## config.mk

```make
export PLATFORM = sky130hd
export DESIGN_NAME = adder_accumulator
export DESIGN_NICKNAME = d
export VERILOG_FILES = /design/src/rtl/adder_accumulator.sv
export SDC_FILE = /design/constraint.sdc
export NUM_CORES = 1
export LEC_CHECK = 0
export ABC_AREA = 1
export ABC_CLOCK_PERIOD_IN_PS = 3100
export CAP_MARGIN = 30
export CORE_MARGIN = 2
export CORE_UTILIZATION = 40
export CTS_CLUSTER_DIAMETER = 200
export DETAILED_ROUTE_END_ITERATION = 12
export PLACE_DENSITY = 0.59
export SYNTH_ARGS = -nofsm -noshare
export SYNTH_HDL_FRONTEND = slang
export SYNTH_SLANG_ARGS = --single-unit
```

## constraint.sdc

```tcl
create_clock -name clk -period 3.1 [get_ports clk]
set_clock_uncertainty 0.05 [all_clocks]
set_input_delay 0.62 -clock clk [delete_from_list [all_inputs] [get_ports clk]]
set_output_delay 0.62 -clock clk [all_outputs]
set_load 0.02 [all_outputs]
```

## src/rtl/adder_accumulator.sv

```systemverilog
// rtl/adder_accumulator.sv - sums COUNT serial_adder results per frame behind valid/ready handshakes
module adder_accumulator #(
    parameter int WIDTH = 32,
    parameter int COUNT = 4,
    localparam int ACC_W = WIDTH + 1 + $clog2(COUNT)
) (
    input  logic             clk,
    input  logic             rst_n,
    input  logic             clear,
    input  logic             in_valid,
    output logic             in_ready,
    input  logic [WIDTH-1:0] in_s,
    input  logic             in_cout,
    output logic             out_valid,
    input  logic             out_ready,
    output logic [ACC_W-1:0] out_sum
);

    // Beat counter must be able to hold the value COUNT itself.
    localparam int CNT_W = $clog2(COUNT + 1);

    typedef enum logic [1:0] {
        IDLE  = 2'd0,
        ACCUM = 2'd1,
        HOLD  = 2'd2
    } state_t;

    state_t           state;
    logic [ACC_W-1:0] acc;
    logic [CNT_W-1:0] cnt;

    logic [ACC_W-1:0] beat;
    logic [ACC_W-1:0] sum_next;
    logic [CNT_W-1:0] cnt_next;
    logic             in_fire;
    logic             last_beat;

    // The carry-out is the top bit of the beat; the rest of the accumulator width is headroom.
    assign beat      = ACC_W'({in_cout, in_s});
    // Ready depends on state alone so upstream never sees a combinational path from in_valid.
    assign in_ready  = (state != HOLD);
    assign in_fire   = in_valid && in_ready;
    // IDLE starts a fresh frame, so the running sum and count restart from this beat.
    assign sum_next  = (state == IDLE) ? beat : acc + beat;
    assign cnt_next  = (state == IDLE) ? CNT_W'(1) : cnt + CNT_W'(1);
    assign last_beat = (cnt_next == CNT_W'(COUNT));

    // Frame FSM: accumulate beats, then hold the registered total until it is taken.
    always_ff @(posedge clk or negedge rst_n) begin
        if (!rst_n) begin
            state     <= IDLE;
            acc       <= '0;
            cnt       <= '0;
            out_valid <= 1'b0;
            out_sum   <= '0;
        end else if (clear) begin
            // Abort wins over any same-cycle beat or transfer; the last total stays visible.
            state     <= IDLE;
            acc       <= '0;
            cnt       <= '0;
            out_valid <= 1'b0;
        end else begin
            case (state)
                IDLE, ACCUM: begin
                    if (in_fire) begin
                        acc <= sum_next;
                        cnt <= cnt_next;
                        if (last_beat) begin
                            state     <= HOLD;
                            out_sum   <= sum_next;
                            out_valid <= 1'b1;
                        end else begin
                            state <= ACCUM;
                        end
                    end
                end
                HOLD: begin
                    if (out_ready) begin
                        state     <= IDLE;
                        acc       <= '0;
                        cnt       <= '0;
                        out_valid <= 1'b0;
                    end
                end
                default: begin
                    state     <= IDLE;
                    acc       <= '0;
                    cnt       <= '0;
                    out_valid <= 1'b0;
                end
            endcase
        end
    end

endmodule

```

## Word-level counts from Yosys, hierarchy flattened

Index checks and enable logic that the tools add are counted.

- Add/sub/neg operators: 2
- Eq/ne operators: 7
- Mux-type cells: 20
- Bitwise logic cells: 1
- Reductions and logical operators: 6

Operators with widths:

| kind | count |
|---|---|
| $mux 35 | 4 |
| $pmux 35 s2 | 1 |
| $add 35x33->35 | 1 |
| $mux 3 | 4 |
| $ne 3x3->1 const B | 3 |
| $mux 2 | 4 |
| $pmux 3 s2 | 1 |
| $mux 1 | 4 |
| $pmux 2 s2 | 1 |
| $reduce_and 4->1 | 1 |
| $add 3x1->3 const B | 1 |
| $eq 3x3->1 const B | 1 |
| $reduce_and 3->1 | 1 |
| $eq 2x1->1 const B | 1 |
| $eq 2x2->1 const B | 1 |
| $logic_not 2->1 | 1 |
| $ne 2x2->1 const B | 1 |
| $pmux 1 s2 | 1 |
| $reduce_and 2->1 | 1 |
| $reduce_or 2->1 | 1 |
| $logic_and 1x1->1 | 1 |
| $not 1->1 | 1 |

- Register bits after elaboration: 76
- Input port bits: 38
- Output and inout bits: 37
- Logic and storage cells: 41

## Depth between registers and ports, before layout

Gate-level depths: netlist (run 1).

- Depth after elaboration: 7
- Depth in mapped cells: 14
- Mapped depth without buffers: 14

## Worst setup path before layout (run 1)

Ideal clock, no wire load.

- Kind: input -> register
- Start: input in_s[0]
- End: register acc[28]
- Library setup time: 0.117 ns
- Arrival: 2.059 ns
- Data required time: 2.933 ns
- Setup slack: 0.873 ns
- Stages: 14
- Cells stage by stage: ha_1 fa_1 nand2_1 nand3_1 nand3_1 nand2_1 nand2_1 nand2_1 nand2_1 nand2_1 nand2_1 nand3_1 nand3_1 nand2_1

- Cells in the longest elaborated chain, start to end: 5

RTL lines:

| what | line | source |
|---|---|---|
| start: declaration | 12 | `input logic [WIDTH-1:0] in_s,` |
| $add 35x33->35 | 44 | `assign sum_next = (state == IDLE) ? beat : acc + beat;` |
| $mux 35 | 44 |  |
| $mux 35 | 65 | `if (in_fire) begin` |
| $pmux 35 s2 | 63 | `case (state)` |
| $mux 35 | 56 | `end else if (clear) begin` |
| end signal: assignment | 66 | `acc <= sum_next;` |
| end: declaration | 29 | `logic [ACC_W-1:0] acc;` |

Every way passes these cells. The select of a mux whose other input is x is not followed.
A chain may end at the register's enable or synchronous reset.

## Worst setup path after layout (run 1)

- Start: input in_s[0]
- End: register acc[16]

The elaborated chain is that of the path after synthesis.

==> flow_summary.ini, run 1 <==
[final_layout]
final_layout_size_suffix_gt1_share_pct = 7.59
nFillCells = 1518
multi_input_area_um2 = 3360
final_nets = 1056
area_growth_pct = 21.2
register_area_um2 = 1900
insertedDiodeCount = 0

[synth]
syn_area_um2 = 5900
synth_cells = 913
synth_cell_types = 36
yosys_warnings = 0
syn_nets = 986
synth_seq_cells = 76
postSynthAreaPerCell_um2 = 6.47
seq_area_frac_synth_pct = 32.2

[floorplan]
die_x_um = 125
ioPinCount = 75
num_rows = 44
die_y_um = 125
fp.coreArea_um2 = 14500
initial_core_util_pct = 40.8
die-area_um2 = 15700

[cts]
numCtsBuffers = 9
clk_path_buf_depth = 2
post_cts_buffers = 0
cts_tree = done
cts.sinks = 76
holdBufCountCts = 0
clk_latency_ps = 350
cts_max_level = 3
cts_resized = 0
clkTransAtPathRegs_ps = 60
root_buffer = clkbuf_16

[global_route]
antenna_found_initial = 0
grt_pass1_vias = 5420
grt_max_degree = 58
grt_overflow_total = 0
grtUsageTotal_pct = 21.2
grt_pass1_wl_um = 26800

[setup_path]
cp_max_fo = 4
arrival_ps = 2920
cp-start-kind = primary input
cp.required_ps = 3340
path_class = primary input to register
critPathCaptureType = register

[power]
vdd_drop_max_v = 0.000197
leakage_uw = 0.00401
power_density_nw_per_um2 = 449

[run_status]
status = finished clean

[timing]
finalMaxSlewViolations = 0
max_freq_mhz = 374
setup_violations = 0
relSlewSlack_pct = 43.6
setup_tns_ps = 0
period_share_pct = 86.3
rsz0062_at_grt = false
worst_slack_ps = 423
layout_min_cycle_time_ps = 2680
hold_viol_final = 0
tightest_slew_ps = 845

[route]
drc = 0
vias = 5660
drtAntennaViolNets = 0
wl_um = 16200
drt-vias-per-instance = 4.83
wl_per_cell_um = 13.8
drt_iter0_drc = 324
drt_pass1_iterations = 5

[placed_design]
dp_hpwl_um = 12200
gp_congestion = 0.918
pre_cts_ws_ps = 72.9
port_buffers = 74

[hold_path]
hp-class = primary input to asynchronous set/reset pin

[job]
cap_violations = 0
[cells in the mapped netlist, drive strengths merged]
library cell / instances / area, um^2
o22ai: 1 / 6.26
a21oi: 27 / 135
o21ai: 35 / 175
xor2: 4 / 35.0
buf: 14 / 85.1
or2: 17 / 106
nor2: 51 / 226
nand4: 7 / 43.8
a32o: 1 / 10.0
clkbuf: 7 / 26.3
mux2i: 4 / 40.0
nand3: 86 / 465
dfrtp: 76 / 1900
nor4: 3 / 31.3
xnor2: 3 / 26.3
inv: 142 / 533
a31oi: 3 / 18.8
nand2: 374 / 1430
o211ai: 6 / 45.0
a22o: 4 / 35.0
fa: 1 / 20.0
ha: 34 / 425
nand3b: 2 / 18.8
and2: 1 / 6.26
and3: 2 / 12.5
nor3: 8 / 40.0
[placed cells by master (no fill, tap or decap), drive strengths merged, types with 2 or more instances in the layout]
cell / count
a21oi: 27
a22o: 4
a31oi: 3
and3: 2
buf: 7
bufinv: 2
clkbuf: 9
clkdlybuf4s50: 73
clkinv: 4
dfrtp: 76
ha: 34
inv: 142
mux2i: 4
nand2: 374
nand3: 86
nand3b: 2
nand4: 7
nor2: 51
nor3: 8
nor4: 3
o211ai: 6
o21ai: 35
or2: 17
xnor2: 3
xor2: 4
[metal layers]
metal  part of all wire [%]  vias to the layer above  wire length (um)  track usage (%)
met3                    4.5                       19               737             2.44
met1                     51                     2504              8280             30.7
met5                      0                        -                 0                0
met2                     42                      137              6890             33.2
met4                    1.9                        0               308             6.67
li1                       -                     3000                 -                -
[per-stage QoR]
| stage | instance area, um^2 | hold WS, ps | power, uW | instances | util, % |
|---|---|---|---|---|---|
| floorplan | 5900 | 274 | 1770 | 913 | - |
| global placement | 6810 | 412 | 2080 | 1155 | 47.0 |
| detailed placement | 6840 | 413 | 2090 | 1156 | 47.2 |
| CTS | 7150 | 201 | 3230 | 1172 | 49.4 |
| global route | 7150 | 220 | 3410 | 1172 | 49.4 |
| finish | 7150 | 176 | 3220 | 1172 | 49.4 |
[power breakdown]
group          leakage (uW)  total, uW  switching [uW]  internal (uW)
combinational       0.00284        977             622            354
sequential          0.00102       1090            39.2           1060
clock              0.000155       1140             442            702
total               0.00401       3220            1100           2110
[critical path, stage by stage]
cell	delay [ps]
clkdlybuf4s50_1	440
ha_1	270
fa_1	470
nand2_1	100
nand3_1	70
nand3_1	90
nand2_1	110
nand2_1	90
nand2_2	80
o21ai_0	330
o211ai_1	140
nand2_1	80
[logic make-up (layout without fill, tap and decap cells)]
group | count (synthesis) | count (layout) | share of synthesized area, %
and+or+nand+nor | 551 | 551 | 40.4
buffers and inverters | 163 | 238 | 10.9
AOI/OAI and AO/OA | 77 | 77 | 7.21
DFF | 76 | 76 | 32.2
adders and majority gates | 35 | 35 | 7.55
xor gates and xnor gates | 7 | 7 | 1.04
muxes | 4 | 4 | 0.678
[cell type report]
cell class	instances	share of cell area, %
clock buffer	9	3.15
sequential	76	26.6
clock inverter	7	1.28
timing repair buffer	80	11.4
inverter	142	7.45
multi-input combinational	674	46.9
tap	184	3.22
[final timing paths]
check	from	endpoint	slack (ps)	cells after the start
setup / recovery	in_s[0]	acc[16]	420	12
hold / removal	rst_n	cnt[1]	180	1
setup reg to reg	acc[0]	acc[16]	790	11
hold reg to reg	out_sum[18]	out_sum[18]	430	2
max in group asynchronous	rst_n	acc[19]	2240	2
min in group clk	out_sum[18]	out_sum[18]	430	2
[flip-flops by register name, indices dropped and copies added, names as in the netlist]
signal     flops
cnt            3
out_valid      1
state          2
acc           35
out_sum       35
Power figures use the tool's default switching activity.
==> run 2, diff against run 1 <==
- SETUP_SLACK_MARGIN: not set -> 0.5
==> flow_summary.ini, run 2 (same netlist as run 1, synthesis figures left out) <==
[final_layout]
reg_top3 = acc (35), out_sum (35), cnt (3)
area_growth_pct = 22.7
insertedDiodeCount = 0
final_nets = 1057
nFillCells = 1507
final_util_pct = 50.0
stdcell_count = 1173
final_cell_mix = nand2_1, inv_1, nand3_1
final_layout_size_suffix_gt1_share_pct = 9.61
final_common_cell = nand2_1

[timing]
setup_tns_ps = 0
hold_slack_ps = 176
setup_violations = 0
tightest_slew_ps = 837
finalMaxSlewViolations = 0
relSlewSlack_pct = 44.1
layout_min_cycle_time_ps = 2460
hold_viol_final = 0
rsz0062_at_grt = true
period_share_pct = 79.4
max_freq_mhz = 406

[power]
netSwitchingPower_uw = 1120
seqPwrFrac_pct = 33.8
clkPwrFrac_pct = 35.3
comb_power_share_pct = 30.9
vdd_drop_max_v = 0.000199
p_sw_share_pct = 34.6
intPower_uw = 2120
power_density_nw_per_um2 = 448
leakage_uw = 0.00403

[cts]
cts.sinks = 76
clk_latency_ps = 350
numCtsBuffers = 9
clkTransAtPathRegs_ps = 60
clk_path_buf_depth = 2
root_buffer = clkbuf_16
cts_max_level = 3
cts_tree = done

[run_status]
status = finished clean

[global_route]
grt_max_degree = 58
met2_usage_pct = 33.2
top_usage_layer = met2
grtUsageTotal_pct = 21.2
grt_overflow_total = 0
antenna_found_initial = 0
grt_pass1_wl_um = 26800
grt_pass1_vias = 5419
grt_use_met1_pct = 30.7
met3_usage_pct = 2.44

[floorplan]
die_y_um = 125
num_rows = 44
fp.coreArea_um2 = 14500
initial_core_util_pct = 40.8
ioPinCount = 75
die-area_um2 = 15700
die_x_um = 125

[setup_path]
cp_max_fo = 4
cp-start-kind = primary input
r2r_start = acc[0]
path_class = primary input to register
cpMaxStageDelayCell = clkdlybuf4s50_1
crit_top_cell = nand2_1
slowest_delay_ps = 460
rrSetupSlack_ps = 970
critPathCaptureType = register
cp_num_buf_inv = 2
worst_setup_path_startpoint = in_s[13]
path_delay_family = simple AND/OR/NAND/NOR gates
arrival_ps = 2650
path_cells = clkdlybuf4s50_1 -> ha_1 -> nand2_2 -> inv_1 -> nand2_1 -> nand2_1 -> nand2_1 -> nand2_1 -> a21oi_1 -> nand2_1 -> nand2_1 -> nand3_1 -> nand3_1 -> nand2_1
cp.required_ps = 3290

[route]
drt_pass1_iterations = 5
wl_um = 16400
drc = 0
vias = 5675
drt-vias-per-instance = 4.84
drtAntennaViolNets = 0
wl_per_cell_um = 14.0
drt_iter0_drc = 288

[placed_design]
dp_hpwl_um = 12200
gp_congestion = 0.918
dp_cells = 1156
port_buffers = 74

[job]
cap_violations = 0

[hold_path]
hp-class = primary input to asynchronous set/reset pin
run 2: cell types whose count changed in the layout (fill, tap and decap cells not counted), sizes merged:
| cell | before | now |
|---|---|---|
| buf | 7 | 8 |
| clkdlybuf4s50 | 73 | 72 |
| dlymetal6s2s | 0 | 1 |
run 2: stage by stage:
step                      area, um^2  worst slack, ps  total power [uW]
after floorplan                 5900              873              1770
after global placement          6810              156              2080
after detailed placement        6840             72.9              2090
after CTS                       7160              519              3240
after global routing            7240              463              3440
final                           7240              639              3250
run 2: what timing repair did:
action                     in CTS  in global routing
gates cloned                    0                  0
gates resized for setup         1                 23
setup buffers                   0                  1
setup endpoints to repair      10                 32
pin swaps                       0                  5
hold buffers                    0                  0
run 2: layer usage:
metal,up-vias,part of all wire [%]
met2,120,43
met4,0,1.8
met5,-,0
li1,3004,-
met1,2534,52
met3,17,3.9
run 2: cell type report:
class / instances / area (um^2) / area share (%)
Clock inverter: 7 / 91.3 / 1.26
Timing Repair Buffer: 81 / 826 / 11.4
Sequential cell: 76 / 1900 / 26.3
Multi-Input combinational cell: 674 / 3440 / 47.4
Clock buffer: 9 / 225 / 3.11
Tap cell: 184 / 230 / 3.18
Inverter: 142 / 533 / 7.36
run 2: worst paths after layout:
path                               end  cells past startpoint
setup / recovery           out_sum[27]                     14
hold / removal                  cnt[1]                      1
setup reg to reg               acc[24]                     14
hold reg to reg            out_sum[18]                      2
max in group asynchronous      acc[19]                      2
min in group clk           out_sum[18]                      2
run 2: worst reg2reg max path, delay by kind of cell, from the launching register on:
family	cells	cell delay, ps
and+or+nand+nor	12	980
DFF	1	410
adders and majority gates	2	580
run 2: power by group through the flow:
stage	Clock (uW)	Combinational (uW)	Sequential, uW
global placement	0	966	1110
detailed placement	0	974	1110
global route	1200	1130	1100
CTS	1160	979	1100
floorplan	0	650	1120
finish	1150	1000	1100
==> run 3, diff against run 2 <==
- ABC_CLOCK_PERIOD_IN_PS: 3100 -> 2000
- PLACE_DENSITY: 0.59 -> 0.61
- clock period: 3.1 -> 2 ns (I/O delays scaled with it)
==> flow_summary.ini, run 3 (same netlist as run 1, synthesis figures left out) <==
[power]
intPower_uw = 3810
clkPwrFrac_pct = 28.3
p_sw_share_pct = 36.9
netSwitchingPower_uw = 2230
vdd_drop_max_v = 0.000388
seqPwrFrac_pct = 28.7
leakage_uw = 0.00518
comb_power_share_pct = 43.0
power_density_nw_per_um2 = 618

[floorplan]
fp.coreArea_um2 = 14500
die-area_um2 = 15700
initial_core_util_pct = 40.8
num_rows = 44
die_x_um = 125
ioPinCount = 75
die_y_um = 125

[timing]
worst_slack_ps = -135
period_share_pct = 107
hold_viol_final = 0
setup_violations = 24
relSlewSlack_pct = 71.4
max_freq_mhz = 468
tightest_slew_ps = 428
rsz0062_at_grt = true
finalMaxSlewViolations = 0
layout_min_cycle_time_ps = 2130

[setup_path]
arrival_ps = 2320
cp_max_fo = 4
worst_setup_path_startpoint = acc[0]
r2r_start = acc[0]
rrSetupSlack_ps = -130
cp-start-kind = register
critPathCaptureType = register
r2r.worst_path.cells = 12
cp.required_ps = 2180
path_class = register to register
r2r_end = acc[16]
critPathCapture = acc[16]

[cts]
clk_path_buf_depth = 2
clk_latency_ps = 350
root_buffer = clkbuf_16
clkTransAtPathRegs_ps = 60
cts.sinks = 76
cts_tree = done
numCtsBuffers = 9
cts_max_level = 3

[global_route]
grt_pass1_wl_um = 31100
grt_pass1_vias = 6256
grt_max_degree = 77
grtUsageTotal_pct = 24.5
grt_overflow_total = 0
antenna_found_initial = 0

[route]
drc = 0
wl_per_cell_um = 16.0
drtAntennaViolNets = 0
vias = 6426
drt_iter0_drc = 397
drt-vias-per-instance = 5.04
wl_um = 20400
drt_pass1_iterations = 5

[hold_path]
hp-class = primary input to asynchronous set/reset pin

[placed_design]
dpl_cell_area_um2 = 7820
dp_hpwl_um = 12800
dp_cells = 1217
gp_congestion = 0.903
port_buffers = 74

[run_status]
status = finished with violations
violations = negative setup slack

[final_layout]
final_layout_size_suffix_gt1_share_pct = 41.1
reg_top3 = acc (35), out_sum (35), cnt (3)
nFillCells = 1186
final_util_pct = 67.5
final_cell_mix = nand2_1, inv_1, dfrtp_1
finish.instance_area_um2 = 9770
stdcell_count = 1276
insertedDiodeCount = 0
final_common_cell = nand2_1
area_growth_pct = 65.6
final_nets = 1160

[job]
cap_violations = 0
run 3: cell count changes in the layout (fill, tap and decap cells not counted), sizes merged, moves of 2 or more:
cell and change:
buf +103, clkbuf +11, clkdlybuf4s15 +28, clkdlybuf4s50 -69, clkinv -2, dlygate4sd2 +33
run 3: power groups by stage:
| stage | Clock (uW) | Combinational (uW) | Sequential [uW] |
|---|---|---|---|
| 2_1_floorplan | 0 | 1170 | 1770 |
| 3_3_place_gp | 0 | 1900 | 1750 |
| 3_5_place_dp | 0 | 1910 | 1750 |
| 4_1_cts | 1730 | 2280 | 1730 |
| 5_1_grt | 1790 | 2820 | 1740 |
| 6_report | 1710 | 2600 | 1730 |
run 3: worst max-delay path, stage by stage (launching register included):
cell and delay [ps]:
dfrtp_1 410, ha_4 180, fa_2 410, nand2_2 80, nand3_2 80, nand3_2 100
nand2_4 80, nand2_4 100, nand2_8 80, a21oi_2 200, o21ai_4 90, o211ai_1 80
nand2_1 70
run 3: final cells by class:
cell class              count  area, um^2  area share, %
repair buffers            184        1800           18.4
clock inverters             4        47.5          0.486
inverters                 142         562           5.75
multi-input cells         674        4970           50.9
clock buffers              12         256           2.62
well taps                 184         230           2.36
flip-flops and latches     76        1900           19.5
run 3: timing repair:
action | in CTS | in global routing
endpoints found under the setup margin | 108 | 93
endpoints found under the hold margin | 0 | 0
gates resized for setup | 313 | 138
gates cloned | 2 | 3
buffers inserted | 24 | 14
pin swaps | 100 | 87
hold buffers | 0 | 0
run 3: metrics by stage:
stage	power, uW	hold slack [ps]	TNS, ps	setup slack [ps]
4_1_cts	5740	38.8	-57.9	-13.8
3_5_place_dp	3660	411	-30520	-643
3_3_place_gp	3650	409	-29100	-598
5_1_grt	6350	64.2	-4550	-239
2_1_floorplan	2940	54.4	0	68.7
6_report	6040	22.9	-1510	-135
run 3: metal layers:
layer / GRT usage, % / vias to the layer above / routed length [um]
met4: 7.52 / 0 / 419
met3: 3.59 / 30 / 1050
met5: 0 / - / 0
met1: 34.6 / 3018 / 9490
met2: 39.0 / 172 / 9460
li1: - / 3206 / -
run 3: worst min path at each step:
stage / from / to / cells past startpoint
3_3_place_gp: rst_n / out_sum[11] / 2
3_5_place_dp: rst_n / out_sum[15] / 2
5_1_grt: rst_n / acc[11] / 2
2_1_floorplan: rst_n / acc[0] / 0
6_report: rst_n / out_sum[15] / 2
4_1_cts: rst_n / acc[11] / 2
